--- config.mk ---
export PLATFORM = sky130hd
export DESIGN_NAME = hilo_muldiv_unit_flat
export DESIGN_NICKNAME = d
export VERILOG_FILES = /design/src/rtl/hilo_muldiv_unit_pkg.sv /design/src/rtl/hilo_muldiv_unit_if.sv /design/src/rtl/hilo_muldiv_unit_div_iter_unit.sv /design/src/rtl/hilo_muldiv_unit.sv /design/src/flat_wrapper.sv
export SDC_FILE = /design/constraint.sdc
export NUM_CORES = 2
export LEC_CHECK = 0
export ABC_AREA = 1
export BUFFER_PORTS_ARGS = -buffer_cell sky130_fd_sc_hd__buf_4
export CAP_MARGIN = 0
export CELL_PAD_IN_SITES_DETAIL_PLACEMENT = 0
export CELL_PAD_IN_SITES_GLOBAL_PLACEMENT = 1
export CORE_MARGIN = 10
export CORE_UTILIZATION = 49
export DETAILED_ROUTE_END_ITERATION = 7
export GPL_TIMING_DRIVEN = 1
export PLACE_DENSITY = 0.91
export SLEW_MARGIN = 20
export SYNTH_ARGS = -nofsm -noshare
export SYNTH_HDL_FRONTEND = slang
export SYNTH_SLANG_ARGS = --single-unit
export TNS_END_PERCENT = 10
--- constraint.sdc ---
create_clock -name clk_i -period 12.55 [get_ports clk_i]
set_clock_uncertainty 0.1 [all_clocks]
set_input_delay 1.255 -clock clk_i [delete_from_list [all_inputs] [get_ports clk_i]]
set_output_delay 1.255 -clock clk_i [all_outputs]
set_load 0.02 [all_outputs]
--- src/rtl/hilo_muldiv_unit_pkg.sv ---
// Shared definitions for the HI/LO multiply/divide unit: op and state
// encodings, the divide iteration count and the divide-by-zero quotient.
package hilo_muldiv_unit_pkg;

  typedef enum logic [2:0] {
    OP_MULT  = 3'b000,
    OP_MULTU = 3'b001,
    OP_DIV   = 3'b010,
    OP_DIVU  = 3'b011,
    OP_MTHI  = 3'b100,
    OP_MTLO  = 3'b101,
    OP_MADD  = 3'b110,
    OP_MSUB  = 3'b111
  } op_e;

  typedef enum logic [1:0] {
    ST_IDLE = 2'd0,
    ST_MUL  = 2'd1,
    ST_DIV  = 2'd2,
    ST_FIX  = 2'd3
  } state_e;

  localparam int          DIV_CYCLES = 32;
  localparam logic [31:0] DIV0_QUOT  = 32'hFFFF_FFFF;

  // Signed ops are everything except the two unsigned forms.
  function automatic logic op_is_signed(input op_e op);
    return (op != OP_MULTU) && (op != OP_DIVU);
  endfunction

endpackage

--- src/rtl/hilo_muldiv_unit_if.sv ---
// Issue/result bundle between the EX stage and the HI/LO unit.
interface hilo_muldiv_unit_if;
  import hilo_muldiv_unit_pkg::*;

  logic        start;
  op_e         op;
  logic [31:0] a;
  logic [31:0] b;
  logic        busy;
  logic        done;
  logic [31:0] hi;
  logic [31:0] lo;

  modport master (output start, op, a, b, input busy, done, hi, lo);
  modport slave  (input start, op, a, b, output busy, done, hi, lo);
endinterface

--- src/rtl/hilo_muldiv_unit_div_iter_unit.sv ---
// Unsigned restoring divider datapath: one quotient bit per step strobe.
// Operands arrive already made non-negative by the owner FSM.
module div_iter_unit #(
  parameter int W = 32
) (
  input  logic         clk_i,
  input  logic         rst_i,
  input  logic         load_i,
  input  logic         step_i,
  input  logic [W-1:0] dividend_i,
  input  logic [W-1:0] divisor_i,
  output logic [W-1:0] quot_o,
  output logic [W-1:0] rem_o
);

  logic [W-1:0] rem_q, rem_d;
  logic [W-1:0] quot_q, quot_d;
  logic [W-1:0] dvsr_q, dvsr_d;
  logic [W:0]   shifted;
  logic [W:0]   trial;

  // Shift the next dividend bit into the remainder and trial-subtract;
  // keep the difference only when it did not borrow.
  always_comb begin
    rem_d   = rem_q;
    quot_d  = quot_q;
    dvsr_d  = dvsr_q;
    shifted = {rem_q, quot_q[W-1]};
    trial   = shifted - {1'b0, dvsr_q};
    if (load_i) begin
      rem_d  = '0;
      quot_d = dividend_i;
      dvsr_d = divisor_i;
    end else if (step_i) begin
      if (!trial[W]) begin
        rem_d  = trial[W-1:0];
        quot_d = {quot_q[W-2:0], 1'b1};
      end else begin
        rem_d  = shifted[W-1:0];
        quot_d = {quot_q[W-2:0], 1'b0};
      end
    end
  end

  // Datapath registers.
  always_ff @(posedge clk_i or posedge rst_i) begin
    if (rst_i) begin
      rem_q  <= '0;
      quot_q <= '0;
      dvsr_q <= '0;
    end else begin
      rem_q  <= rem_d;
      quot_q <= quot_d;
      dvsr_q <= dvsr_d;
    end
  end

  assign quot_o = quot_q;
  assign rem_o  = rem_q;

endmodule

--- src/rtl/hilo_muldiv_unit.sv ---
// HI/LO owner for the EX stage: single-cycle multiply family, 33-cycle
// restoring divide, and direct MTHI/MTLO writes. Hi/Lo feed the writeback
// mux straight from their flops.
module hilo_muldiv_unit
  import hilo_muldiv_unit_pkg::*;
#(
  parameter int DIV_ITERS = DIV_CYCLES
) (
  input  logic                clk_i,
  input  logic                rst_i,
  hilo_muldiv_unit_if.slave   bus_io
);

  localparam int CNT_W = $clog2(DIV_ITERS + 1);

  state_e             state_q, state_d;
  op_e                op_q, op_d;
  logic [31:0]        a_q, a_d;
  logic [31:0]        b_q, b_d;
  logic [31:0]        hi_q, hi_d;
  logic [31:0]        lo_q, lo_d;
  logic               done_q, done_d;
  logic [CNT_W-1:0]   cnt_q, cnt_d;
  logic               a_neg_q, a_neg_d;   // dividend negative (signed only)
  logic               q_neg_q, q_neg_d;   // operand signs differ (signed only)
  logic               b_zero_q, b_zero_d;

  logic               div_load, div_step;
  logic [31:0]        a_abs, b_abs;
  logic [31:0]        quot, rem;
  logic               in_sgn, mul_sgn;
  logic signed [65:0] prod_full;
  logic [63:0]        prod;

  // Divider sees magnitudes; signs are restored in FIX.
  assign in_sgn = op_is_signed(bus_io.op);
  assign a_abs  = (in_sgn && bus_io.a[31]) ? -bus_io.a : bus_io.a;
  assign b_abs  = (in_sgn && bus_io.b[31]) ? -bus_io.b : bus_io.b;

  // 33x33 signed multiply covers both signed and unsigned forms by
  // choosing the extension bit; only the low 64 bits are architectural.
  assign mul_sgn   = (op_q != OP_MULTU);
  assign prod_full = $signed({mul_sgn & a_q[31], a_q}) * $signed({mul_sgn & b_q[31], b_q});
  assign prod      = prod_full[63:0];

  div_iter_unit #(.W(32)) u_div (
    .clk_i      (clk_i),
    .rst_i      (rst_i),
    .load_i     (div_load),
    .step_i     (div_step),
    .dividend_i (a_abs),
    .divisor_i  (b_abs),
    .quot_o     (quot),
    .rem_o      (rem)
  );

  // Next-state and HI/LO write decisions.
  always_comb begin
    state_d  = state_q;
    op_d     = op_q;
    a_d      = a_q;
    b_d      = b_q;
    hi_d     = hi_q;
    lo_d     = lo_q;
    done_d   = 1'b0;
    cnt_d    = cnt_q;
    a_neg_d  = a_neg_q;
    q_neg_d  = q_neg_q;
    b_zero_d = b_zero_q;
    div_load = 1'b0;
    div_step = 1'b0;
    case (state_q)
      ST_IDLE: begin
        if (bus_io.start) begin
          case (bus_io.op)
            OP_MTHI: begin
              hi_d   = bus_io.a;
              done_d = 1'b1;
            end
            OP_MTLO: begin
              lo_d   = bus_io.a;
              done_d = 1'b1;
            end
            OP_DIV, OP_DIVU: begin
              op_d     = bus_io.op;
              a_d      = bus_io.a;
              a_neg_d  = in_sgn & bus_io.a[31];
              q_neg_d  = in_sgn & (bus_io.a[31] ^ bus_io.b[31]);
              b_zero_d = (bus_io.b == 32'd0);
              cnt_d    = '0;
              div_load = 1'b1;
              state_d  = ST_DIV;
            end
            default: begin
              op_d    = bus_io.op;
              a_d     = bus_io.a;
              b_d     = bus_io.b;
              state_d = ST_MUL;
            end
          endcase
        end
      end
      ST_MUL: begin
        case (op_q)
          OP_MADD: {hi_d, lo_d} = {hi_q, lo_q} + prod;
          OP_MSUB: {hi_d, lo_d} = {hi_q, lo_q} - prod;
          default: {hi_d, lo_d} = prod;
        endcase
        done_d  = 1'b1;
        state_d = ST_IDLE;
      end
      ST_DIV: begin
        div_step = 1'b1;
        cnt_d    = cnt_q + 1'b1;
        if (cnt_q == CNT_W'(DIV_ITERS - 1)) state_d = ST_FIX;
      end
      ST_FIX: begin
        if (b_zero_q) begin
          lo_d = DIV0_QUOT;
          hi_d = a_q;
        end else begin
          lo_d = q_neg_q ? -quot : quot;
          hi_d = a_neg_q ? -rem : rem;
        end
        done_d  = 1'b1;
        state_d = ST_IDLE;
      end
      default: state_d = ST_IDLE;
    endcase
  end

  // Control and architectural state; reset aborts any op in flight.
  always_ff @(posedge clk_i or posedge rst_i) begin
    if (rst_i) begin
      state_q  <= ST_IDLE;
      op_q     <= OP_MULT;
      a_q      <= '0;
      b_q      <= '0;
      hi_q     <= '0;
      lo_q     <= '0;
      done_q   <= 1'b0;
      cnt_q    <= '0;
      a_neg_q  <= 1'b0;
      q_neg_q  <= 1'b0;
      b_zero_q <= 1'b0;
    end else begin
      state_q  <= state_d;
      op_q     <= op_d;
      a_q      <= a_d;
      b_q      <= b_d;
      hi_q     <= hi_d;
      lo_q     <= lo_d;
      done_q   <= done_d;
      cnt_q    <= cnt_d;
      a_neg_q  <= a_neg_d;
      q_neg_q  <= q_neg_d;
      b_zero_q <= b_zero_d;
    end
  end

  assign bus_io.busy = (state_q != ST_IDLE);
  assign bus_io.done = done_q;
  assign bus_io.hi   = hi_q;
  assign bus_io.lo   = lo_q;

endmodule

--- src/flat_wrapper.sv ---
// flat-port wrapper written by rule: the top's interface ports become plain ports
module hilo_muldiv_unit_flat import hilo_muldiv_unit_pkg::*;
#(
  parameter int DIV_ITERS = DIV_CYCLES
)
  (clk_i, rst_i, bus_io_start, bus_io_op, bus_io_a, bus_io_b, bus_io_busy, bus_io_done, bus_io_hi, bus_io_lo);
  hilo_muldiv_unit_if bus_io_i ();
  input  logic clk_i;
  input  logic rst_i;
  input wire logic [$bits(bus_io_i.start)-1:0] bus_io_start;
  input wire logic [$bits(bus_io_i.op)-1:0] bus_io_op;
  input wire logic [$bits(bus_io_i.a)-1:0] bus_io_a;
  input wire logic [$bits(bus_io_i.b)-1:0] bus_io_b;
  output wire logic [$bits(bus_io_i.busy)-1:0] bus_io_busy;
  output wire logic [$bits(bus_io_i.done)-1:0] bus_io_done;
  output wire logic [$bits(bus_io_i.hi)-1:0] bus_io_hi;
  output wire logic [$bits(bus_io_i.lo)-1:0] bus_io_lo;
  assign bus_io_i.start = bus_io_start;
  assign bus_io_i.op = bus_io_op;
  assign bus_io_i.a = bus_io_a;
  assign bus_io_i.b = bus_io_b;
  assign bus_io_busy = bus_io_i.busy;
  assign bus_io_done = bus_io_i.done;
  assign bus_io_hi = bus_io_i.hi;
  assign bus_io_lo = bus_io_i.lo;
  hilo_muldiv_unit #(.DIV_ITERS(DIV_ITERS)) u_core (.clk_i(clk_i), .rst_i(rst_i), .bus_io(bus_io_i));
endmodule
==> results.cfg <==
[status]
status = finished with violations
violations = DRC

[clocking]
cts.sinks = 239
cts_setup_buffers = 0
cts_hold_buf = 0
root_buffer = clkbuf_16
clk_path_buf_depth = 3
cts_buffers = 37
cts_resized = 0
worstSkewPairLatency_ns = 0.68
htreeDepth = 2
clkTransAtPathRegs_ns = 0.05
cts_tree = built

[detailed_routing]
avgRoutedWirePerCell_um = 25.7
drcViolationCount = 3
drt_iter0_drc = 6583
ant_nets = 0
drt_wl_total_um = 278000
via_count = 61577
viasPerCell = 5.70
dr.pass1.iters = 8

[timing]
worst_hold_slack_ns = 0.379
setup_viol = 0
period_share = 0.954
hold_viol = 0
layout_min_cycle_time_ns = 11.97
worstMarginPinSlew_ns = 1.33
fin_tns_setup_ns = 0
drv_slew = 0
rsz0062_at_grt = false
max_freq_mhz = 83.6
relSlewSlack = 0.107

[worst_setup_path]
worst_ep_arrival_time_ns = 12.40
crit_family = adder cells
start_kind = flop
worst-path-max-fanout = 16
crit_type = reg -> reg
crit_path_end_kind = flop
critPathMaxStageDelay_ns = 0.76
worstPathRequired_ns = 12.98
worst-path-buf-inv = 6
crit_top_cell = fa_1
slowest_stage = dfrtp_1

[synthesis]
synth_cell_types = 68
synthTopCellsByArea = fa_1 (35%), inv_1 (12%), nand2_1 (12%)
synth-main-ff-cell = dfrtp_1
synth.cell_area_mm2 = 0.0650
synth_top_cell_by_area = fa_1
synth_edf_count = 0
synth_common_cells = inv_1 (2,110), nand2_1 (2,088), fa_1 (1,128)
ys_warn_count = 0
synth_seq_area_share = 0.0920
yosysTopAreaCellShare = 0.347
syn_inst = 9064
avgSynthCellArea_um2 = 7.17
synth_fp_nets = 10641
ys_seq_elements = 239
synth_most_common_cell = inv_1
synthArstFlopShare = 1.00

[floorplanning]
die_w_um = 384
fp.dieH_um = 384
dieArea_mm2 = 0.148
core.rowCount = 133
start_util = 0.494
coreArea_mm2 = 0.132
io-pin-count = 136

[worst_hold_path]
min_path_type = reg -> reg

[cells_and_area]
area_growth_pct = 7.03
drive_gt1_frac = 0.0605
regArea_mm2 = 0.00599
multi_input_area_mm2 = 0.0495
finish.utilization = 0.528
fill_cells = 13026
final_nets = 10587

[global_routing]
antenna_found_initial = 20
grt_overflow_total = 0
use_met1 = 0.485
grt_util_all_layers = 0.375
grt_max_degree = 142
met3_usage = 0.0715
grt.busiest_layer = met2
use_met2 = 0.581
grt_first_pass_wirelength_um = 411000
grt_pass1_vias = 62815

[job]
drv_cap = 0

[place]
place_congestion = 1.06
dp_hpwl_um = 232000
place.port_buffers = 135
cell type report:
cell class,instances,share of cell area
diodes,10,0.000360
flip-flops and latches,239,0.0861
well taps,1755,0.0316
clock buffers,49,0.0150
multi-input cells,6270,0.711
inverters,2140,0.116
clock inverters,18,0.00469
repair buffers,322,0.0356
cell usage in the layout, fill, tap and decap left out, drive strengths merged, types with 3 or more instances in the layout:
| cell | synthesis | final |
|---|---|---|
| a21o | 25 | 25 |
| bufinv | 0 | 7 |
| clkbuf | 361 | 49 |
| nor2 | 660 | 660 |
| o21ai | 523 | 523 |
| nand3b | 14 | 14 |
| nand4 | 38 | 38 |
| fa | 1128 | 1128 |
| a21oi | 458 | 458 |
| nand3 | 399 | 399 |
| or2 | 36 | 36 |
| nand2 | 2091 | 2091 |
| o221ai | 23 | 23 |
| o21bai | 22 | 22 |
| ha | 379 | 379 |
| o211ai | 43 | 43 |
| and3 | 6 | 6 |
| a211oi | 21 | 21 |
| a22oi | 17 | 17 |
| buf | 54 | 322 |
| xor2 | 78 | 78 |
| a21boi | 29 | 29 |
| a31oi | 70 | 70 |
| nor4 | 21 | 21 |
| o22ai | 11 | 11 |
| o21a | 18 | 18 |
| o2111ai | 5 | 5 |
| clkinv | 4 | 12 |
| o31ai | 6 | 6 |
| inv | 2136 | 2137 |
| mux2 | 3 | 3 |
| dfrtp | 239 | 239 |
| xnor2 | 26 | 26 |
| diode | 0 | 10 |
| nor3 | 105 | 105 |
worst reg2reg max path: cells and delay by family, from the launching register on:
kind                       cells  cell delay, ns
adders and majority gates     10            5.25
and+or+nand+nor               12            2.26
AOI/OAI and AO/OA              7            1.96
buffers and inverters          6            1.17
DFF                            1            0.76
xor gates and xnor gates       1            0.42
final timing paths:
| check | startpoint | to | slack (ns) | depth (start not counted) |
|---|---|---|---|---|
| min in group asynchronous | rst_i | u_core.u_div.dvsr_q[29]$_DFFE_PP0P_ | 0.62 | 2 |
| max reg2reg | u_core.op_q[0]$_DFFE_PP0P_ | u_core.bus_io.hi[29]$_DFFE_PP0P_ | 0.58 | 36 |
| min reg2reg | u_core.cnt_q[3]$_DFFE_PP0P_ | u_core.cnt_q[4]$_DFFE_PP0P_ | 0.38 | 1 |
| max | u_core.op_q[0]$_DFFE_PP0P_ | u_core.bus_io.hi[29]$_DFFE_PP0P_ | 0.58 | 36 |
| min | u_core.cnt_q[3]$_DFFE_PP0P_ | u_core.cnt_q[4]$_DFFE_PP0P_ | 0.38 | 1 |
| max in group asynchronous | rst_i | u_core.a_q[4]$_DFFE_PP0P_ | 10.18 | 3 |
cell families after synthesis:
family,after synthesis,share of synthesized area
buffers and inverters,2555,0.148
AO/OA/AOI/OAI,1283,0.111
AND/OR/NAND/NOR,3373,0.213
XOR/XNOR,104,0.0140
flip-flops,239,0.0920
multiplexers,3,0.000520
adder cells (fa/ha/maj),1507,0.420
metal layers:
layer / vias up / wire (µm)
li1: 27253 / -
met1: 30324 / 109000
met2: 3252 / 122000
met3: 732 / 25400
met4: 16 / 20700
met5: - / 105
registers in the layout, summed over array words and instances, names as in the netlist:
name	flops
u_core.bus_io.hi	32
u_core.u_div.rem_o	32
u_core.bus_io.done	1
u_core.b_q	32
u_core.b_zero_q	1
u_core.cnt_q	6
u_core.u_div.dvsr_q	32
u_core.op_q	3
u_core.a_q	32
u_core.a_neg_q	1
u_core.state_q	2
u_core.bus_io.lo	32
u_core.u_div.quot_o	32
u_core.q_neg_q	1
stage by stage:
step | cell area (µm²) | instances | worst slack [ns]
after floorplan | 65000 | 9064 | 3.40
after global routing | 69500 | 10793 | 0.00382
final | 69600 | 10803 | 0.581
after detailed placement | 68100 | 10726 | 0.787
after global placement | 68100 | 10723 | 0.715
after CTS | 69500 | 10793 | 0.751
Power is left out: the tool's default activity adds up to more than one toggle a clock period on the data nets, which glitch-free logic cannot reach.
